===== config.mk =====
export PLATFORM = sky130hd
export DESIGN_NAME = alu_seq_ctrl
export DESIGN_NICKNAME = d
export VERILOG_FILES = /design/src/rtl/alu_seq_ctrl.sv
export SDC_FILE = /design/constraint.sdc
export NUM_CORES = 1
export LEC_CHECK = 0
export CORE_AREA = 2 2 39 41
export CTS_CLUSTER_DIAMETER = 100
export CTS_CLUSTER_SIZE = 10
export DETAILED_ROUTE_END_ITERATION = 7
export DIE_AREA = 0 0 41 43
export MAX_ROUTING_LAYER = met4
export PLACE_DENSITY_LB_ADDON = 0.2
export SLEW_MARGIN = 0
export SYNTH_ARGS = -nofsm -noshare
export SYNTH_HDL_FRONTEND = slang
export SYNTH_SLANG_ARGS = --single-unit

===== constraint.sdc =====
create_clock -name CLK -period 1.5 [get_ports CLK]
set_input_delay 0.15 -clock CLK [delete_from_list [all_inputs] [get_ports CLK]]
set_output_delay 0.15 -clock CLK [all_outputs]
set_load 0.02 [all_outputs]

===== src/rtl/alu_seq_ctrl.sv =====
// alu_seq_ctrl
//   Multicycle sequencer for the Stage5 execute block. It accepts one
//   operation at a time over a start/done handshake and drives the Stage5
//   control inputs (ALU source muxes, ALU operation, ALU output register load,
//   SR write). Conditional branches read back the SR zero flag.
//
//   Optional feature macro: ALU_SEQ_BRANCH_EN
//     defined   -> BEQ/BNE supported (CMP/EVAL/TARGET states compiled in)
//     undefined -> ops 6/7 are illegal and taken stays 0
//
// Ports
//   CLK      in   system clock, rising edge
//   reset    in   synchronous active-high reset
//   start    in   operation request, sampled only in IDLE
//   op       in   operation code, captured on accept
//   SRout    in   Stage5 flags: [1]=zero, [0]=negative
//   ALUsrcA  out  00 MDRout, 01 immGenOut, 10 CCout
//   ALUsrcB  out  00 const 2, 01 reggieOut, 10 immGenOut, 11 const 0
//   ALUop    out  00 add, 01 and, 10 or, 11 subtract (B - A)
//   ALU_in   out  load ALU output register at end of cycle
//   SRw      out  write SR at end of cycle
//   busy     out  high in every state except IDLE
//   done     out  one-cycle completion pulse
//   taken    out  branch-taken result, held until next accept
//   illegal  out  unsupported op, held until next accept
module alu_seq_ctrl #(
    parameter int OPW = 4
) (
    input  logic           CLK,
    input  logic           reset,
    input  logic           start,
    input  logic [OPW-1:0] op,
    input  logic [1:0]     SRout,
    output logic [1:0]     ALUsrcA,
    output logic [1:0]     ALUsrcB,
    output logic [1:0]     ALUop,
    output logic           ALU_in,
    output logic           SRw,
    output logic           busy,
    output logic           done,
    output logic           taken,
    output logic           illegal
);

    localparam logic [OPW-1:0] OP_ADD  = OPW'(0);
    localparam logic [OPW-1:0] OP_SUB  = OPW'(1);
    localparam logic [OPW-1:0] OP_AND  = OPW'(2);
    localparam logic [OPW-1:0] OP_OR   = OPW'(3);
    localparam logic [OPW-1:0] OP_ADDI = OPW'(4);
    localparam logic [OPW-1:0] OP_CMP  = OPW'(5);
    localparam logic [OPW-1:0] OP_BEQ  = OPW'(6);
    localparam logic [OPW-1:0] OP_BNE  = OPW'(7);
    localparam logic [OPW-1:0] OP_INC  = OPW'(8);

    localparam logic [1:0] A_MDR = 2'b00;
    localparam logic [1:0] A_IMM = 2'b01;
    localparam logic [1:0] A_CC  = 2'b10;
    localparam logic [1:0] B_C2  = 2'b00;
    localparam logic [1:0] B_REG = 2'b01;
    localparam logic [1:0] B_IMM = 2'b10;
    localparam logic [1:0] F_ADD = 2'b00;
    localparam logic [1:0] F_AND = 2'b01;
    localparam logic [1:0] F_OR  = 2'b10;
    localparam logic [1:0] F_SUB = 2'b11;

    typedef enum logic [2:0] {
        S_IDLE,
        S_EXEC,
`ifdef ALU_SEQ_BRANCH_EN
        S_CMP,
        S_EVAL,
        S_TARGET,
`endif
        S_DONE
    } state_t;

    state_t         state, nxt;
    logic [OPW-1:0] op_q;
    logic           taken_q;
    logic           illegal_q;
    logic           accept;
    logic           br_taken;
    logic           unused_sr;

    function automatic logic is_branch(input logic [OPW-1:0] o);
`ifdef ALU_SEQ_BRANCH_EN
        return (o == OP_BEQ) || (o == OP_BNE);
`else
        return (o != o);
`endif
    endfunction

    function automatic logic is_alu(input logic [OPW-1:0] o);
        return (o == OP_ADD) || (o == OP_SUB) || (o == OP_AND) || (o == OP_OR) ||
               (o == OP_ADDI) || (o == OP_CMP) || (o == OP_INC);
    endfunction

    assign accept = (state == S_IDLE) && start;

    // Zero flag decides both branch flavours; negative flag has no consumer here.
    assign br_taken  = (op_q == OP_BEQ) ? SRout[1] : !SRout[1];
    assign unused_sr = ^SRout;

    always_ff @(posedge CLK) begin
        if (reset) begin
            state     <= S_IDLE;
            op_q      <= '0;
            taken_q   <= 1'b0;
            illegal_q <= 1'b0;
        end else begin
            state <= nxt;
            if (accept) begin
                op_q      <= op;
                taken_q   <= 1'b0;
                illegal_q <= !(is_alu(op) || is_branch(op));
            end
`ifdef ALU_SEQ_BRANCH_EN
            else if (state == S_EVAL && br_taken) begin
                taken_q <= 1'b1;
            end
`endif
        end
    end

    always_comb begin
        nxt     = state;
        ALUsrcA = 2'b00;
        ALUsrcB = 2'b00;
        ALUop   = 2'b00;
        ALU_in  = 1'b0;
        SRw     = 1'b0;
        done    = 1'b0;
        unique case (state)
            S_IDLE: begin
                if (start) begin
                    if (is_branch(op)) begin
`ifdef ALU_SEQ_BRANCH_EN
                        nxt = S_CMP;
`endif
                    end else if (is_alu(op)) begin
                        nxt = S_EXEC;
                    end else begin
                        nxt = S_DONE;
                    end
                end
            end
            S_EXEC: begin
                ALU_in = 1'b1;
                case (op_q)
                    OP_ADD:  begin ALUsrcA = A_MDR; ALUsrcB = B_REG; ALUop = F_ADD; end
                    OP_SUB:  begin ALUsrcA = A_MDR; ALUsrcB = B_REG; ALUop = F_SUB; end
                    OP_AND:  begin ALUsrcA = A_MDR; ALUsrcB = B_REG; ALUop = F_AND; end
                    OP_OR:   begin ALUsrcA = A_MDR; ALUsrcB = B_REG; ALUop = F_OR;  end
                    OP_ADDI: begin ALUsrcA = A_IMM; ALUsrcB = B_REG; ALUop = F_ADD; end
                    OP_INC:  begin ALUsrcA = A_CC;  ALUsrcB = B_C2;  ALUop = F_ADD; end
                    OP_CMP: begin
                        // Compare only updates flags; the result register keeps its value.
                        ALUsrcA = A_MDR;
                        ALUsrcB = B_REG;
                        ALUop   = F_SUB;
                        ALU_in  = 1'b0;
                        SRw     = 1'b1;
                    end
                    default: ALU_in = 1'b0;
                endcase
                nxt = S_DONE;
            end
`ifdef ALU_SEQ_BRANCH_EN
            S_CMP: begin
                ALUsrcA = A_MDR;
                ALUsrcB = B_REG;
                ALUop   = F_SUB;
                SRw     = 1'b1;
                nxt     = S_EVAL;
            end
            // SR written at the end of CMP is visible on SRout here.
            S_EVAL: begin
                nxt = br_taken ? S_TARGET : S_DONE;
            end
            S_TARGET: begin
                ALUsrcA = A_CC;
                ALUsrcB = B_IMM;
                ALUop   = F_ADD;
                ALU_in  = 1'b1;
                nxt     = S_DONE;
            end
`endif
            S_DONE: begin
                done = 1'b1;
                nxt  = S_IDLE;
            end
            default: nxt = S_IDLE;
        endcase
    end

    assign busy    = (state != S_IDLE);
    assign taken   = taken_q;
    assign illegal = illegal_q;

endmodule


==> impl_metrics.py, run 1 <==
metrics = {
    "detailed_routing": {
        "drtIter0Drc": 6,
        "drc": 0,
        "viasPerCell": 4.47,
        "antenna_left": 0,
        "vias": 389,
        "first_pass_iters": 3,
        "wl_per_cell_um": 9.40,
        "wirelength_um": 818,
    },
    "logic_synthesis": {
        "muxShareOfSynthArea_pct": 9.97,
        "synth_area_leaders": "dfxtp_1, mux2i_1, nor2_1",
        "synth_seq_cells": 7,
        "post_synth_num_cell_types": 23,
        "synth_compound_area_share_pct": 8.41,
        "synthAdderAreaFrac_pct": 2.80,
        "synth_cells": 45,
        "yosys.area_share.xor_xnor_pct": 2.18,
        "yosysTopAreaCell": "dfxtp_1",
        "synthesis.area_um2": 402,
        "synth-seq-area-share_pct": 34.9,
        "yosys_warnings": 0,
        "synth_top_family_by_area": "simple AND/OR/NAND/NOR gates",
        "synthSimpleGateAreaFrac_pct": 35.2,
        "synth_top_area_share_pct": 34.9,
        "synth_area_per_cell_um2": 8.93,
    },
    "sta": {
        "finalClockSkew_ps": 10.6,
        "layout_min_cycle_time_ps": 1500,
        "setup_ws_ps": 4.79,
        "hold_viol": 0,
        "timing.fmax_ghz": 0.669,
        "setup_viol": 0,
        "drv_slew": 0,
        "timing.hold.ws_ps": 483,
        "tns_ps": 0,
        "min_period_over_period_pct": 99.7,
        "rsz0062_at_grt": "true",
    },
    "cells_and_area": {
        "final_util_pct": 46.5,
        "area_growth_pct": 60.1,
        "fin_nets": 81,
        "drive_above_1_share_pct": 38.0,
        "stdcell_count": 87,
        "final_area_um2": 643,
        "antennaDiodeCount": 0,
    },
    "clocking": {
        "post-cts-setup-buffer-count": 0,
        "path_clk_slew_ps": 60,
        "clkSinkCount": 7,
        "htreeDepth": 1,
        "worst_skew_pair.late_latency_ps": 260,
        "root_buffer": "clkbuf_4",
        "cts.hold.buffers_added": 0,
        "cts_made_buffers": 3,
        "clockBufferDepth": 2,
        "cts_tree": "done",
    },
    "floorplan": {
        "ios": 21,
        "rows": 14,
        "die_height_um": 43,
        "coreArea_mm2": 0.00138,
        "dieArea_mm2": 0.00176,
        "initial_utilization_pct": 29.0,
        "die_x_um": 41,
    },
    "pwr": {
        "p_seq_share_pct": 39.6,
        "p_switching_mw": 0.152,
        "power_frac_comb_pct": 27.8,
        "switching_share_pct": 28.7,
        "max-vdd-ir-drop_v": 0.000455,
        "pwr-share-clk_pct": 32.5,
        "p_int_mw": 0.377,
        "total_power_mw": 0.528,
        "powerDensity_mw_per_mm2": 821,
        "leakagePower_nw": 0.298,
    },
    "place": {
        "place.gp.congestion": 0.697,
        "pre_cts_ws_ps": -205,
        "dp.cells": 83,
        "port_buffers": 16,
        "place_area_um2": 633,
        "place_hpwl_um": 643,
    },
    "run_status": {
        "status": "completed",
    },
    "critical_path": {
        "worstPathArrival_ps": 1350,
        "required_ps": 1350,
        "startpoint": "op_q[0]",
        "critPathBufInv": 1,
        "crit_path_start_kind": "flop",
        "crit_path_top_delay_cell": "dfxtp_1",
        "path_delay_family": "simple AND/OR/NAND/NOR gates",
        "path_max_fanout": 3,
        "endpoint_kind": "output pin",
        "crit_type": "reg2out",
        "critPathMaxStageDelay_ps": 310,
        "timing.rr.start": "state[0]",
        "path_cells": "or2_4 -> maj3_2 -> nor2_2 -> buf_6",
    },
    "grt": {
        "grt_overflow": 0,
        "grt_pass1_wl_um": 1380,
        "grt_antenna_before_repair": 0,
        "grt_pass1_vias": 323,
        "grt_max_degree": 9,
        "grt.total_usage_pct": 11.9,
    },
    "flow_run": {
        "cap_viol_max_count": 0,
    },
    "worst_hold_path": {
        "hold_start": "start",
        "hold_path.class": "in2reg",
    },
}
cell usage after synthesis:
master,instances
nor3_1,2
a21oi_1,1
conb_1,1
clkbuf_1,1
dfxtp_1,7
nand2b_2,1
o31ai_1,1
xor2_1,1
or2_1,2
buf_4,2
and2_1,2
nor3b_4,1
nor3b_1,2
nor2_1,7
a31o_1,1
nand2_1,2
a211oi_2,1
mux2i_1,4
nor4b_1,2
nor2b_1,1
nand2b_1,1
maj3_2,1
inv_1,1
routing by layer:
metal | vias up | routed length, um | GRT usage, %
met2 | 19 | 331 | 16.3
met5 | - | 0 | -
met1 | 165 | 401 | 14.7
li1 | 203 | - | -
met3 | 2 | 76 | 4.71
met4 | 0 | 10 | 6.00
layout by cell type, fill, tap and decap left out, types with 3 or more instances in the layout:
master,count
clkdlybuf4s50_1,7
mux2i_1,4
buf_2,3
buf_4,9
nor2_1,6
dfxtp_1,6
clkbuf_4,3
final cells by class:
type | instances | area [um2]
Clock inverter | 1 | 5.00
Clock buffer | 3 | 22.5
Fill cell | 147 | 741
Multi-Input combinational cell | 35 | 259
Tap cell | 16 | 20.0
Sequential cell | 7 | 141
Inverter | 1 | 3.75
Timing Repair Buffer | 24 | 191
sequential cells by signal (all words and copies together), names as in the netlist:
name,count
state,2
illegal,1
op_q,4
cells by family (layout without fill, tap and decap cells):
logic type	count (synthesis)	after routing
AO/OA/AOI/OAI	4	4
XOR/XNOR	1	1
adder cells (fa/ha/maj)	1	1
buffers and inverters	4	29
flip-flops	7	7
multiplexers	4	4
other	1	2
AND/OR/NAND/NOR	23	23
worst paths after layout:
kind | to | cells after the start | slack, ps
min | state[1] | 3 | 480
max | ALU_in | 4 | 5
min reg2reg | op_q[0] | 3 | 620
max reg2reg | illegal | 5 | 330
power by group through the flow:
stage | sequential [mW] | clock [mW] | combinational [mW]
after floorplan | 0.220 | 0 | 0.0748
after global placement | 0.212 | 0 | 0.148
after detailed placement | 0.212 | 0 | 0.148
after CTS | 0.209 | 0.177 | 0.145
after global routing | 0.211 | 0.190 | 0.160
final | 0.209 | 0.172 | 0.147
worst reg2reg max path, stage by stage, from the launching register on:
cell and delay (ps):
dfxtp_1 330, buf_4 160, nor3b_4 150, buf_4 180, nor3b_1 60, a31o_1 180
what timing repair did:
action	in CTS	in global routing
resized for setup	30	8
setup endpoints to repair	9	6
endpoints found under the hold margin	0	0
pin swaps	1	1
No activity file was read; power rests on OpenSTA's default activity.
==> run 2, diff against run 1 <==
Settings changed: CORE_AREA 2 2 39 41 to 8 8 45 47, DIE_AREA 0 0 41 43 to 0 0 53 55.
==> impl_metrics.py, run 2 (synthesized netlist as in run 1, its figures left out) <==
metrics = {
    "clocking": {
        "htreeDepth": 1,
        "clockBufferDepth": 2,
        "path_clk_slew_ps": 60,
        "cts_tree": "done",
        "post-cts-setup-buffer-count": 0,
        "cts_made_buffers": 3,
        "clkSinkCount": 7,
        "root_buffer": "clkbuf_4",
        "worst_skew_pair.late_latency_ps": 250,
        "cts.hold.buffers_added": 0,
    },
    "critical_path": {
        "path_cells": "or2_4 -> maj3_2 -> nor2_1 -> buf_4",
        "r2r_setup_slack_ps": 280,
        "endpoint_kind": "output pin",
        "required_ps": 1350,
        "crit_type": "reg2out",
        "worstPathArrival_ps": 1330,
        "crit_path_start_kind": "flop",
        "r2r_end": "op_q[0]",
        "path_max_fanout": 3,
        "crit_path_top_delay_cell": "dfxtp_1",
        "critPathMaxStageDelay_ps": 300,
        "r2r_cells": 5,
        "timing.rr.start": "state[0]",
    },
    "detailed_routing": {
        "viasPerCell": 4.45,
        "vias": 392,
        "antenna_left": 0,
        "wl_per_cell_um": 10.9,
        "drc": 0,
        "first_pass_iters": 4,
        "wirelength_um": 960,
        "drtIter0Drc": 5,
    },
    "sta": {
        "drv_slew": 0,
        "finalClockSkew_ps": 6.23,
        "hold_viol": 0,
        "layout_min_cycle_time_ps": 1480,
        "min_period_over_period_pct": 98.7,
        "rsz0062_at_grt": "true",
        "setup_viol": 0,
        "timing.fmax_ghz": 0.675,
    },
    "grt": {
        "grt_pass1_wl_um": 1590,
        "grt_max_degree": 9,
        "grt_overflow": 0,
        "grt_antenna_before_repair": 0,
        "grt.total_usage_pct": 7.67,
        "grt_pass1_vias": 383,
    },
    "worst_hold_path": {
        "min_to": "state[1]",
        "hold_path.class": "in2reg",
        "hold_start": "start",
        "hold_depth": 3,
    },
    "place": {
        "port_buffers": 16,
        "place.gp.congestion": 0.710,
        "place_hpwl_um": 786,
        "dp.cells": 84,
    },
    "pwr": {
        "max-vdd-ir-drop_v": 0.000476,
        "p_switching_mw": 0.150,
        "powerDensity_mw_per_mm2": 820,
        "leakagePower_nw": 0.300,
        "p_seq_share_pct": 39.5,
        "p_int_mw": 0.382,
        "power_frac_comb_pct": 28.4,
        "switching_share_pct": 28.2,
        "pwr-share-clk_pct": 32.1,
    },
    "floorplan": {
        "die_x_um": 53,
        "dieArea_mm2": 0.00292,
        "die_height_um": 55,
        "initial_utilization_pct": 29.0,
        "rows": 14,
        "coreArea_mm2": 0.00138,
        "ios": 21,
    },
    "cells_and_area": {
        "multi_input_area_um2": 264,
        "antennaDiodeCount": 0,
        "final_util_pct": 46.8,
        "n_fill_cell": 155,
        "drive_above_1_share_pct": 36.1,
        "seq_area_um2": 141,
        "top_register": "op_q",
        "layout_commonest_cell": "buf_4",
        "final_cell_mix": "buf_4, nor2_1, clkdlybuf4s50_1, dfxtp_1",
        "area_growth_pct": 61.4,
        "largest_reg_flops": 4,
        "fin_nets": 82,
        "stdcell_count": 88,
    },
    "run_status": {
        "status": "completed",
    },
    "flow_run": {
        "cap_viol_max_count": 0,
    },
}
run 2: how the worst max path moves through the flow:
| stage | from | to | depth (start not counted) |
|---|---|---|---|
| CTS | op_q[0] | ALU_in | 4 |
| floorplan | state[1] | SRw | 2 |
| detailed placement | op_q[0] | ALU_in | 4 |
| global route | op_q[0] | ALU_in | 4 |
| finish | op_q[0] | ALU_in | 4 |
| global placement | op_q[0] | ALU_in | 4 |
run 2: power by group through the flow:
stage	clock, mW	sequential [mW]	combinational [mW]
after floorplan	0	0.220	0.0748
after global placement	0	0.212	0.150
after detailed placement	0	0.212	0.152
after CTS	0.179	0.209	0.146
after global routing	0.190	0.212	0.163
final	0.171	0.210	0.151
run 2: stage by stage:
| step | setup WS (ps) | setup TNS [ps] | power [mW] | area [um2] | hold WS (ps) |
|---|---|---|---|---|---|
| after floorplan | 46.5 | 0 | 0.294 | 412 | 289 |
| after global placement | -191 | -790 | 0.362 | 641 | 593 |
| after detailed placement | -203 | -803 | 0.364 | 641 | 601 |
| after CTS | -16.9 | -16.9 | 0.533 | 648 | 490 |
| after global routing | -40.3 | -40.3 | 0.565 | 648 | 527 |
| final | 19.4 | 0 | 0.531 | 648 | 496 |
run 2: metal layers:
layer  wire (um)  GRT usage [%]
met5           0              -
met4          10           6.47
met3          85           3.48
met2         367           9.38
met1         496           9.16
run 2: final cells by class:
cell class                      count  share of cell area (%)
Tap cell                           16                    3.09
Multi-Input combinational cell     35                    40.7
Timing Repair Buffer               25                    29.7
Inverter                            1                   0.579
Clock buffer                        4                    4.05
Sequential cell                     7                    21.8
run 2: what timing repair did:
item | 4_1_cts | 5_1_grt
pin swaps | 1 | 1
setup endpoints to repair | 9 | 6
resized for setup | 28 | 8
run 2: critical path: cells and delay by family (launching register included):
| kind | cells | cell delay (ps) |
|---|---|---|
| flops | 1 | 300 |
| buf+inv | 1 | 140 |
| simple gates | 2 | 340 |
| fa+ha+maj | 1 | 300 |
